`src/rtl/implication_queue_if.sv`:
```
// Implication handshake bundle between the unit-clause evaluator (producer),
// the implication queue and the assignment stage (consumer).
//
// Both channels use one valid/ready rule: a transfer happens on a rising
// clock edge where valid and ready are both high. The receiver may change
// ready at any time. The queue holds the head steady while out_valid is
// high and out_ready is low.
//
//   in_valid/in_var/in_val   : producer -> queue, offered implication
//   in_ready                 : queue -> producer, implication accepted this cycle
//   out_valid/out_var/out_val: queue -> consumer, head implication
//   out_ready                : consumer -> queue, head consumed this cycle
//
// Modports:
//   master : the environment side (drives pushes, accepts pops)
//   slave  : the queue side
interface implication_queue_if #(
  parameter int VARIABLE_INDEX = 6
);
  logic                  in_valid;
  logic [VARIABLE_INDEX:0] in_var;
  logic                  in_val;
  logic                  in_ready;
  logic                  out_valid;
  logic [VARIABLE_INDEX:0] out_var;
  logic                  out_val;
  logic                  out_ready;

  modport master (
    output in_valid, in_var, in_val, out_ready,
    input  in_ready, out_valid, out_var, out_val
  );

  modport slave (
    input  in_valid, in_var, in_val, out_ready,
    output in_ready, out_valid, out_var, out_val
  );
endinterface

```
`src/rtl/implication_queue.sv`:
```
// Implication queue for a SAT solver datapath.
//
// A circular FIFO of (variable, value) implications with a per-variable
// pending table. A new implication for a variable that is already pending
// with the same value is dropped as a duplicate; one with the opposite value
// raises a sticky conflict and freezes the queue until flush (backtrack).
//
// Ports:
//   clock        : sole clock, rising edge
//   reset        : asynchronous, active-high
//   bus          : implication_queue_if.slave (push and pop channels)
//   flush        : discard all pending implications and clear conflict
//   conflict     : sticky conflict flag
//   conflict_var : variable whose opposite implication caused the conflict
//   count        : occupied entries, 0..DEPTH
//   state_dbg    : current FSM state (0 = RUN, 1 = CONFLICT)
module implication_queue #(
  parameter int NUM_VARIABLE   = 128,
  parameter int VARIABLE_INDEX = 6,
  parameter int DEPTH          = 16
) (
  input  logic                      clock,
  input  logic                      reset,
  implication_queue_if.slave        bus,
  input  logic                      flush,
  output logic                      conflict,
  output logic [VARIABLE_INDEX:0]   conflict_var,
  output logic [$clog2(DEPTH):0]    count,
  output logic                      state_dbg
);

  localparam int VW = VARIABLE_INDEX + 1;
  localparam int PW = $clog2(DEPTH);
  localparam int CW = PW + 1;
  localparam logic [CW-1:0] FULL    = CW'(DEPTH);
  localparam logic [PW-1:0] PTR_ONE = PW'(1);

  typedef enum logic {
    ST_RUN      = 1'b0,
    ST_CONFLICT = 1'b1
  } state_t;

  // Registered state
  state_t                  state_q, state_d;
  logic [PW-1:0]           head_q, head_d;
  logic [PW-1:0]           tail_q, tail_d;
  logic [CW-1:0]           count_q, count_d;
  logic [VW-1:0]           conflict_var_q, conflict_var_d;
  logic [NUM_VARIABLE-1:0] pend_q, pend_d;
  logic [NUM_VARIABLE-1:0] pend_val_q, pend_val_d;
  logic [VW-1:0]           mem_var_q [DEPTH];
  logic [VW-1:0]           mem_var_d [DEPTH];
  logic                    mem_val_q [DEPTH];
  logic                    mem_val_d [DEPTH];

  // Handshake and lookup decode
  logic          in_ready_int;
  logic          out_valid_int;
  logic          push;
  logic          pop;
  logic          hit;
  logic          same_val;
  logic          enq;
  logic          clash;
  logic [VW-1:0] head_var;
  logic          head_val;

  always_comb begin
    // in_ready is held low while reset is asserted so the producer never
    // sees an acceptance that cannot complete.
    in_ready_int  = !reset && (state_q == ST_RUN) && (count_q != FULL) && !flush;
    out_valid_int = (state_q == ST_RUN) && (count_q != '0);
    push          = bus.in_valid && in_ready_int;
    // A flush cycle discards everything, so a same-cycle pop must not count.
    pop           = out_valid_int && bus.out_ready && !flush;
    // Lookup uses the registered table, i.e. the view before any same-cycle
    // pop clears the popped variable.
    hit           = pend_q[bus.in_var];
    same_val      = (pend_val_q[bus.in_var] == bus.in_val);
    enq           = push && !hit;
    clash         = push && hit && !same_val;
    head_var      = mem_var_q[head_q];
    head_val      = mem_val_q[head_q];
  end

  // Next-state: FSM, pointers, pending table and storage
  always_comb begin
    state_d        = state_q;
    head_d         = head_q;
    tail_d         = tail_q;
    count_d        = count_q;
    conflict_var_d = conflict_var_q;
    pend_d         = pend_q;
    pend_val_d     = pend_val_q;
    mem_var_d      = mem_var_q;
    mem_val_d      = mem_val_q;

    if (flush) begin
      // Backtrack wins over anything else presented in the same cycle.
      state_d        = ST_RUN;
      head_d         = '0;
      tail_d         = '0;
      count_d        = '0;
      conflict_var_d = '0;
      pend_d         = '0;
      pend_val_d     = '0;
    end else begin
      unique case (state_q)
        ST_RUN: begin
          if (enq) begin
            mem_var_d[tail_q]      = bus.in_var;
            mem_val_d[tail_q]      = bus.in_val;
            tail_d                 = tail_q + PTR_ONE;
            pend_d[bus.in_var]     = 1'b1;
            pend_val_d[bus.in_var] = bus.in_val;
          end
          // A pending variable is always in the FIFO, and an enqueue only
          // happens for a non-pending variable, so the popped variable can
          // never be the one just enqueued.
          if (pop) begin
            head_d           = head_q + PTR_ONE;
            pend_d[head_var] = 1'b0;
          end
          count_d = count_q + CW'(enq) - CW'(pop);
          if (clash) begin
            state_d        = ST_CONFLICT;
            conflict_var_d = bus.in_var;
          end
        end
        ST_CONFLICT: begin
          // Frozen: no push (in_ready low) and no pop (out_valid low).
        end
        default: state_d = ST_RUN;
      endcase
    end
  end

  always_ff @(posedge clock or posedge reset) begin
    if (reset) begin
      state_q        <= ST_RUN;
      head_q         <= '0;
      tail_q         <= '0;
      count_q        <= '0;
      conflict_var_q <= '0;
      pend_q         <= '0;
      pend_val_q     <= '0;
      for (int i = 0; i < DEPTH; i++) begin
        mem_var_q[i] <= '0;
        mem_val_q[i] <= 1'b0;
      end
    end else begin
      state_q        <= state_d;
      head_q         <= head_d;
      tail_q         <= tail_d;
      count_q        <= count_d;
      conflict_var_q <= conflict_var_d;
      pend_q         <= pend_d;
      pend_val_q     <= pend_val_d;
      mem_var_q      <= mem_var_d;
      mem_val_q      <= mem_val_d;
    end
  end

  // Outputs
  assign bus.in_ready  = in_ready_int;
  assign bus.out_valid = out_valid_int;
  assign bus.out_var   = out_valid_int ? head_var : '0;
  assign bus.out_val   = out_valid_int ? head_val : 1'b0;
  assign conflict      = (state_q == ST_CONFLICT);
  assign conflict_var  = conflict_var_q;
  assign count         = count_q;
  assign state_dbg     = state_q;

endmodule
```
`src/flat_wrapper.sv`:
```
// flat-port wrapper written by rule: the top's interface ports become plain ports
module implication_queue_flat 
#(
  parameter int NUM_VARIABLE   = 128,
  parameter int VARIABLE_INDEX = 6,
  parameter int DEPTH          = 16
)
  (clock, reset, flush, conflict, conflict_var, count, state_dbg, bus_in_valid, bus_in_var, bus_in_val, bus_out_ready, bus_in_ready, bus_out_valid, bus_out_var, bus_out_val);
  implication_queue_if #(.VARIABLE_INDEX(VARIABLE_INDEX)) bus_i ();
  input  logic clock;
  input  logic reset;
  input  logic flush;
  output logic conflict;
  output logic [VARIABLE_INDEX:0] conflict_var;
  output logic [$clog2(DEPTH):0] count;
  output logic state_dbg;
  input wire logic [$bits(bus_i.in_valid)-1:0] bus_in_valid;
  input wire logic [$bits(bus_i.in_var)-1:0] bus_in_var;
  input wire logic [$bits(bus_i.in_val)-1:0] bus_in_val;
  input wire logic [$bits(bus_i.out_ready)-1:0] bus_out_ready;
  output wire logic [$bits(bus_i.in_ready)-1:0] bus_in_ready;
  output wire logic [$bits(bus_i.out_valid)-1:0] bus_out_valid;
  output wire logic [$bits(bus_i.out_var)-1:0] bus_out_var;
  output wire logic [$bits(bus_i.out_val)-1:0] bus_out_val;
  assign bus_i.in_valid = bus_in_valid;
  assign bus_i.in_var = bus_in_var;
  assign bus_i.in_val = bus_in_val;
  assign bus_i.out_ready = bus_out_ready;
  assign bus_in_ready = bus_i.in_ready;
  assign bus_out_valid = bus_i.out_valid;
  assign bus_out_var = bus_i.out_var;
  assign bus_out_val = bus_i.out_val;
  implication_queue #(.NUM_VARIABLE(NUM_VARIABLE), .VARIABLE_INDEX(VARIABLE_INDEX), .DEPTH(DEPTH)) u_core (.clock(clock), .reset(reset), .bus(bus_i), .flush(flush), .conflict(conflict), .conflict_var(conflict_var), .count(count), .state_dbg(state_dbg));
endmodule
```
`config.mk`:
```
export PLATFORM = sky130hd
export DESIGN_NAME = implication_queue_flat
export DESIGN_NICKNAME = d
export VERILOG_FILES = /design/src/rtl/implication_queue_if.sv /design/src/rtl/implication_queue.sv /design/src/flat_wrapper.sv
export SDC_FILE = /design/constraint.sdc
export NUM_CORES = 1
export LEC_CHECK = 0
export ABC_AREA = 1
export BUFFER_PORTS_ARGS = -buffer_cell sky130_fd_sc_hd__buf_2
export CAP_MARGIN = 20
export CORE_MARGIN = 10
export CORE_UTILIZATION = 40
export DETAILED_ROUTE_END_ITERATION = 8
export GPL_TIMING_DRIVEN = 0
export PLACE_DENSITY_LB_ADDON = 0.15
export SETUP_SLACK_MARGIN = 0.2
export SKIP_LAST_GASP = 1
export SLEW_MARGIN = 0
export SYNTH_ARGS = -nofsm -noshare
export SYNTH_HDL_FRONTEND = slang
export SYNTH_SLANG_ARGS = --single-unit
export TNS_END_PERCENT = 30
```
`constraint.sdc`:
```
create_clock -name clock -period 36 [get_ports clock]
set_input_delay 0 -clock clock [delete_from_list [all_inputs] [get_ports clock]]
set_output_delay 0 -clock clock [all_outputs]
set_load 0.05 [all_outputs]
```
* Word level (Yosys, flattened, before mapping) *
Index checks and enable logic that the tools add are counted.

cells by class
  add/sub/neg operators = 4
  $lt $le $gt $ge = 7
  equality and inequality tests = 3
  multiplexer cells = 46
  bitwise logic cells = 7
  reduce and logical (&&, ||, !) cells = 25

operators with widths
  operator               number
  $mux W128              9
  $and A128 B128 Y128    1
  $bwmux W128            1
  $not A128 Y128         1
  $or A128 B128 Y128     1
  $bwmux W112            1
  $mux W7                7
  $bmux W7 S4            1
  $demux W7 S4           1
  $mux W4                6
  $bwmux W16             1
  $lt A7 B8 Y1 const B   2
  $bmux W1 S7            2
  $demux W1 S7           2
  $ge A7 B1 Y1 const B   2
  $logic_and A1 B1 Y1    13
  $mux W1                11
  $ge A5 B5 Y1 const B   2
  $mux W5                2
  $not A4 Y5             2
  $add A4 B1 Y4 const B  2
  $reduce_and A2 Y1      3
  $reduce_bool A2 Y1     3
  $add A5 B1 Y5          1
  11 further kinds       15

word-level totals
  flip-flop bits (word level) = 405
  bits of input ports = 13
  output and inout bits = 24
  word-level logic and storage cells = 131

* Depth between registers and ports, before layout *
Gate-level depths: netlist of run 1.

  word-level depth = 13
  depth in mapped cells = 25
  depth with buffers taken out = 21

* Worst setup path before layout of run 1 *
OpenSTA, ideal clock, no wires.

  path type = input to register
  start = input reset
  end = register u_core.count_q[4] (netlist: u_core.count[4])
  setup time = 0.141 ns
  arrival time = 11.251 ns
  data required time = 35.859 ns
  setup slack = 24.608 ns
  stages on the path = 16
  path buffers = 2
  cell sequence = inv_1 > nand3_1 > inv_1 > nand2_1 > nor3_4 > buf_2 > buf_4 > ha_1 > inv_1 > fa_1 > nor2_1 > nor2_1 > nor2_1 > nor2_1 > xor2_1 > o22ai_1

between the ends
  word-level cells in the longest chain between the ends = 10

RTL lines
  item                               RTL line                  RTL
  start: declaration                 flat_wrapper.sv:11        input logic reset;
  $logic_not A1 Y1 (no source line)  --
  $logic_and A1 B1 Y1 (3 in series)  implication_queue.sv:71   in_ready_int = !reset && (state_q == ST_RUN) && (count_q != FULL) && !flush;
  via bus_in_ready                   flat_wrapper.sv:21        output wire logic [$bits(bus_i.in_ready)-1:0] bus_in_ready;
  $logic_and A1 B1 Y1                implication_queue.sv:73   push = bus.in_valid && in_ready_int;
  $logic_and A1 B1 Y1                implication_queue.sv:80   enq = push && !hit;
  $add A5 B1 Y5                      implication_queue.sv:124  count_d = count_q + CW'(enq) - CW'(pop);
  $sub A5 B1 Y5                      implication_queue.sv:124
  $mux W5                            implication_queue.sv:108  unique case (state_q)
  $mux W5                            implication_queue.sv:98   if (flush) begin
  end signal: assignment             implication_queue.sv:155  count_q <= count_d;
  end: declaration                   implication_queue.sv:47   logic [CW-1:0] count_q, count_d;

The timed path passes the listed nets, and every way through them passes these cells. The select of a mux whose other input is x is not followed.
A chain may end at the register's enable or synchronous reset.

* Final worst setup path of run 1 *
  start = register u_core.count_q[2] (netlist: u_core.count[2])
  end = register u_core.pend_q[19]

between the ends
  word-level cells in the longest chain between the ends = 12
  elaborated cells on any way between the ends = 16
  classes of those cells = eq/ne: 1; mux: 6; bitwise: 1; reduce/logical: 8

RTL lines
  item                                  RTL line                  RTL
  $ne A5 B5 Y1                          implication_queue.sv:71
  $logic_and A1 B1 Y1 (2 in series)     implication_queue.sv:71
  $logic_and A1 B1 Y1                   implication_queue.sv:73
  $logic_and A1 B1 Y1                   implication_queue.sv:80
  $mux W128                             implication_queue.sv:110  if (enq) begin
  $mux W128                             implication_queue.sv:108
  $mux W128                             implication_queue.sv:98
  $and A128 B128 Y128 (no source line)  --
  $mux W128 (*)                         implication_queue.sv:120  if (pop) begin
  $mux W128 (*)                         implication_queue.sv:108
  $mux W128 (*)                         implication_queue.sv:98
  end signal: assignment                implication_queue.sv:157  pend_q <= pend_d;
  end: declaration                      implication_queue.sv:49   logic [NUM_VARIABLE-1:0] pend_q, pend_d;

Mark *: on every way between the ends. The rest lies on a longest branch, timed or not. The select of a mux whose other input is x is not followed.

==> results of run 1 <==
==> synth_stat cells, drive strengths merged (2+ instances only) <==
library cell,count,area [um^2]
nand4,7,43.8
buf,115,693
nand3,357,1790
a21oi,155,776
dfrtp,405,10100
o211ai,42,315
nor2,392,1490
clkbuf,93,349
nand2,1101,4220
o22ai,7,43.8
ha,11,138
inv,475,1780
a22oi,32,240
nor3,10,61.3
a31oi,6,37.5
xor2,3,26.3
clkinv,3,11.3
a21boi,2,15.0
o21ai,329,1670
==> how the worst max path moves through the flow <==
stage / slack [ns] / cells past startpoint / to / start
finish: 31.22 / 14 / u_core.pend_q[19] / u_core.count[2]
global route: 31.14 / 14 / u_core.pend_q[19] / u_core.count[3]
CTS: 31.51 / 14 / u_core.pend_q[19] / u_core.count[3]
detailed placement: 31.50 / 14 / u_core.pend_q[115] / u_core.count[2]
global placement: 19.13 / 2 / u_core.mem_val_q[3] / reset
floorplan: 24.61 / 16 / u_core.count[4] / reset
==> cell usage in the layout (no fill, tap or decap), drive strengths merged, types with 42 or more instances in the layout <==
cell type / synthesis / routed
nand2: 1101 / 1101
o211ai: 42 / 42
nor2: 392 / 392
buf: 115 / 161
dfrtp: 405 / 405
inv: 475 / 476
nand3: 357 / 357
o21ai: 329 / 329
clkbuf: 93 / 170
a21oi: 155 / 155
==> repair_timing <==
action,4_1_cts,5_1_grt
hold buffers,11,0
gates resized for setup,0,0
endpoints found under the hold margin,203,0
==> per-stage QoR <==
step                instance area, um^2  utilization  cells
floorplan                         23900            -   3554
global placement                  25100        0.424   4361
detailed placement                25300        0.428   4373
CTS                               27100        0.458   4476
global route                      27100        0.458   4476
finish                            27100        0.458   4476
==> worst min-delay path, stage by stage <==
cell and delay, ns:
dlygate4sd3_1 0.53, buf_2 0.15, inv_8 0.07, buf_16 0.31
==> final cells by class <==
cell class | count | share of cell area
buffer | 208 | 0.0385
clock buffer | 77 | 0.0544
clock inverter | 15 | 0.00795
inverter | 478 | 0.0665
multi-input combinational | 2463 | 0.404
sequential | 405 | 0.374
tap | 773 | 0.0357
timing repair buffer | 57 | 0.0183
==> report_power, final <==
part / internal [mW] / total, mW / switching, mW
logic: 0.0736 / 0.394 / 0.320
registers: 0.472 / 0.482 / 0.0103
clock network: 0.305 / 0.526 / 0.221
==> logic make-up (layout without fill, tap and decap cells) <==
group,Yosys count,after routing,synth area share
compound gates,578,578,0.131
xor+xnor,4,4,0.00146
fa+ha+maj,12,12,0.00659
buf+inv,686,835,0.119
flops,405,405,0.424
simple gates,1869,1869,0.318
==> per-layer routing <==
metal / share of wire / up-vias
met5: 0.00026 / -
met4: 0.068 / 4
met3: 0.10 / 378
met2: 0.43 / 1357
met1: 0.40 / 11700
li1: - / 11400
==> state kept, by name, summed over array words and instances, names as in the netlist <==
signal               count
u_core.conflict          1
u_core.mem_val_q        16
u_core.count             5
u_core.mem_var_q       112
u_core.pend_val_q      128
u_core.head_q            4
u_core.pend_q          128
u_core.conflict_var      7
u_core.tail_q            4
==> out/results.tsv, run 1 <==
metric	value	unit
status	completed	
initial core utilization	0.405	
fin nets	3689	
CP delay by family, top	simple AND/OR/NAND/NOR gates	
row cnt	89	
critical path cell sequence	inv_1 -> ha_1 -> nand4_1 -> nand2_1 -> inv_1 -> nand2_1 -> nor2_1 -> clkbuf_1 -> nand2_1 -> nor2_1 -> buf_2 -> nand2_1 -> a22oi_1 -> a21oi_1	
worst vdd ir	0.0000385	V
RSZ-0062 raised after global routing	no	
HP Class	in2async	
clock latency at the later pin of the worst-skew pair	0.64	ns
Total Wirelength	106	mm
Slowest-stage cell, CP	nor2_1	
R2R setup slack	31.22	ns
Yosys warning count	0	
vias	24800	
Post-synth top flop	dfrtp_1	
Pwr Density	51.7	nW/um^2
Die W	265	um
Worst EP arrival	5.27	ns
remaining global-route overflow	0	
Worst Path Buf+Inv	4	
area grow syn2layout	13.2	%
pre-CTS setup slack	31.50	ns
met1 Use GR	0.374	
crit start category	flop	
drt initial violations	3256	
core area	59100	um^2
global-route wire length before repair	154	mm
Residual DRC	0	
Net Count, Synth	3579	
layout cells sized above 1	0.0678	
H-tree depth	2	
Syn Inst Count	3554	
Top-Level Pins	37	
Clock Sinks	405	
hold slack final	0.00287	ns
Worst Max-Slew Pin Slew	1.28	ns
relative slew slack	0.149	
Syn Std Cell Area	23900	um^2
Reg area	10100	um^2
ys async rst share	1.00	
Reg2Reg Depth	14	
total setup buffers inserted after CTS	0	
Leakage	14.2	nW
post-layout min period	4.78	ns
CP peak stage delay	0.92	ns
initial antenna violation count	3	
final count of negative-setup-slack endpoints	0	
setup TNS	0	ns
Setup crit end kind	flop	
Most Crowded Layer GR	met2	
mean number of vias per cell	5.55	
DR WL/cell	23.6	um
largest net degree at the start of global routing	122	
clk slew on worst S/H paths	0.06	ns
Pre-antenna DRT Iters	9	
Avg Inst Size Synth	6.73	um^2
area of the multi-input gates	11000	um^2
GR Layer Usage met3	0.0630	
fin. max-slew vios	0	
Post-Route Skew	0.0417	ns
GRT Total Usage	0.295	
CP Max Fanout	10	
TritonCTS clock tree	yes	
fmax	209	MHz
Tcrit/Tclk final	0.133	
met2 GRT Util	0.458	
Final Hold Vio Count	0	
ANT cells	0	
crit-path most repeated cell	nand2_1	
TritonCTS Buffers	51	
Routability Congestion	1.04	
Yosys cell types	39	
DIE HEIGHT	265	um
post-synthesis sequential area ratio	0.424	
Critical R2R Launch	u_core.count[2]	
fill count	6354	
Setup Crit Path Kind	reg2reg	
PortBufs	34	
CP required	36.49	ns
vias in the first global route	23300	
Root Buffer	clkbuf_16	
max_cap viols	0	
clock buffer depth	3	
Reg2Reg Capture Point	u_core.pend_q[19]	
post-synthesis register bit count	405	
Die ar.	70000	um^2
HPWL Detailed	73.5	mm
total power	1.40	mW
Post-synth EDFFs	0	
Final Worst Setup Slack	31.22	ns
Antenna Nets Post-Route	0	
(Power assumes the default switching activity.)
==> run 2, diff against run 1 <==
ABC_AREA = 0   (was 1)
clock period = 4.47 ns   (was 36 ns; I/O delays follow)
==> out/results.tsv, run 2 <==
metric	value	unit
initial core utilization	0.402	
R2R setup slack	0.28	ns
Worst EP arrival	4.81	ns
vias in the first global route	17300	
Reg2Reg Capture Point	u_core.pend_q[77]	
relative slew slack	0.172	
Setup Crit Path Kind	in2reg	
Top-Level Pins	37	
Final Hold Vio Count	0	
Avg Inst Size Synth	11.3	um^2
Net Count, Synth	1882	
Reg2Reg Depth	8	
Antenna Nets Post-Route	0	
H-tree depth	2	
Syn Std Cell Area	21000	um^2
crit start category	primary input	
most frequent cells in the layout	405 x dfrtp_1, 179 x nand2_1, 173 x mux2i_1	
HP Class	in2async	
critical path cell sequence	buf_4 -> buf_2 -> buf_2 -> buf_2 -> nand2b_1 -> o221a_2 -> a221oi_1 -> a2111oi_0 -> dlymetal6s2s_1 -> nor4_1 -> xnor2_1 -> nor3_4 -> mux2_2	
mean number of vias per cell	6.35	
fin. max-slew vios	0	
drt initial violations	1935	
Post-synth top flop	dfrtp_1	
top post-synthesis cells by count	405 x dfrtp_1, 179 x nand2_1, 173 x mux2i_1, 145 x mux2_2, 116 x clkbuf_1	
post-synthesis register bit count	405	
Post-Route Skew	0.0210	ns
Yosys cell types	77	
most common cell after layout, fill and taps aside	dfrtp_1	
RSZ-0062 raised after global routing	yes	
Residual DRC	0	
remaining global-route overflow	0	
HPWL Detailed	57.0	mm
top flop regs	u_core.pend_q x128, u_core.pend_val_q x128, u_core.mem_var_q x112	
worst vdd ir	0.000321	V
Root Buffer	clkbuf_16	
layout cells sized above 1	0.218	
fin nets	2000	
ANT cells	0	
global-route wire length before repair	122	mm
Routability Congestion	0.987	
DIE HEIGHT	249	um
core area	52300	um^2
fmax	230	MHz
Critical R2R Launch	u_core.head_q[1]	
clk slew on worst S/H paths	0.07	ns
Worst Path Buf+Inv	5	
row cnt	84	
clock latency at the later pin of the worst-skew pair	0.59	ns
vias	17100	
post-synthesis sequential area ratio	0.482	
max_cap viols	0	
Clock Sinks	405	
area leader, netlist	dfrtp_1	
CP Max Fanout	10	
area grow syn2layout	14.8	%
Pre-antenna DRT Iters	7	
Slowest-stage cell, CP	buf_2	
initial antenna violation count	0	
DR WL/cell	30.9	um
GRT Total Usage	0.261	
Post-synth EDFFs	0	
Setup crit end kind	flop	
Tcrit/Tclk final	0.972	
Leakage	11.1	nW
final count of negative-setup-slack endpoints	0	
Final Instance Area	24200	um^2
top post-synthesis cells by area	dfrtp_1 48%, mux2i_1 8.2%, mux2_2 7.8%, mux4_2 5.7%, a221oi_1 4.0%	
top cell type's share of synthesized area	0.482	
CP required	4.94	ns
Total Wirelength	83.3	mm
Pwr Density	434	nW/um^2
Syn Inst Count	1857	
area post-placement	22400	um^2
fill count	4887	
Worst Max-Slew Pin Slew	1.24	ns
Yosys warning count	0	
CP peak stage delay	0.60	ns
crit-path most repeated cell	buf_2	
TritonCTS clock tree	yes	
status	completed	
hold slack final	0.0655	ns
PortBufs	32	
post-layout min period	4.35	ns
Die ar.	62200	um^2
clock buffer depth	3	
CP delay by family, top	buffers and inverters	
ys async rst share	1.00	
TritonCTS Buffers	46	
largest net degree at the start of global routing	44	
Die W	249	um
most frequent cell after synthesis	dfrtp_1	
-- run 2: cell count changes after synthesis, sizes merged, moves of 53 or more --
cell,change
nand2,-922
inv,-392
nor2,-353
o21ai,-297
nand3,-277
mux2i,+173
mux2,+145
a21oi,-105
a221oi,+96
buf,-66
mux4,+53
-- run 2: report_power, final --
group	leakage (nW)	switching, mW	internal [mW]	total (mW)
registers	5.63	0.0759	3.78	3.85
logic	4.76	2.07	0.800	2.87
clock network	0.715	1.61	2.14	3.75
-- run 2: tightest hold or removal path, cell delays in order --
cell and delay, ns:
dlygate4sd3_1 0.53, buf_2 0.15, clkinvlp_4 0.43
-- run 2: stage by stage --
stage,total power [mW],utilization,setup TNS (ns),setup slack [ns],cells
6_report,10.5,0.462,0,0.125,2698
5_1_grt,10.8,0.462,0,0.0311,2698
4_1_cts,10.4,0.457,-1.07,-0.117,2686
3_5_place_dp,6.61,0.429,-11.61,-1.24,2601
3_3_place_gp,6.50,0.422,-1510.09,-3.62,2577
2_1_floorplan,5.49,-,-400.51,-0.986,1857
-- run 2: layout make-up --
type | count | area, um^2 | share of cell area
multi-input combinational | 1201 | 9900 | 0.410
clock inverter | 13 | 106 | 0.00440
sequential | 405 | 10100 | 0.419
timing repair buffer | 71 | 622 | 0.0257
inverter | 85 | 344 | 0.0142
clock buffer | 70 | 1350 | 0.0560
tap | 688 | 861 | 0.0356
buffer | 165 | 840 | 0.0347
-- run 2: kinds of logic (layout without fill, tap and decap cells) --
group / after synthesis / in the layout / synth area share
adders and majority gates: 12 / 12 / 0.00749
muxes: 371 / 371 / 0.217
buffers and inverters: 251 / 404 / 0.0537
and+or+nand+nor: 480 / 480 / 0.122
DFF: 405 / 405 / 0.482
AOI/OAI and AO/OA: 330 / 330 / 0.115
xor gates and xnor gates: 8 / 8 / 0.00333
-- run 2: metal layers --
layer / up-vias / routed length, um / GRT usage / share of wire
li1: 7098 / - / - / -
met1: 8825 / 33200 / 0.337 / 0.40
met2: 932 / 37900 / 0.407 / 0.45
met3: 283 / 7070 / 0.0503 / 0.085
met4: 0 / 5170 / 0.146 / 0.062
met5: - / 0 / 0 / 0
-- run 2: worst max-delay path by stage --
stage | from | end | slack, ns | cells after the start
floorplan | reset | u_core.conflict | -0.99 | 1
global placement | reset | u_core.conflict_var[4] | -3.62 | 2
detailed placement | u_core.count[2] | u_core.count[4] | -1.24 | 20
CTS | u_core.head_q[2] | u_core.pend_q[3] | -0.12 | 12
global route | u_core.head_q[0] | u_core.pend_q[76] | 0.03 | 10
finish | bus_in_var[1] | u_core.conflict_var[4] | 0.12 | 13
-- run 2: timing repair --
action                                 4_1_cts  5_1_grt
setup endpoints to repair                   91      123
gates resized for setup                     13       35
pin swaps                                    0        2
buffers inserted                             1        6
endpoints found under the hold margin      160        4
hold buffers                                 2        1
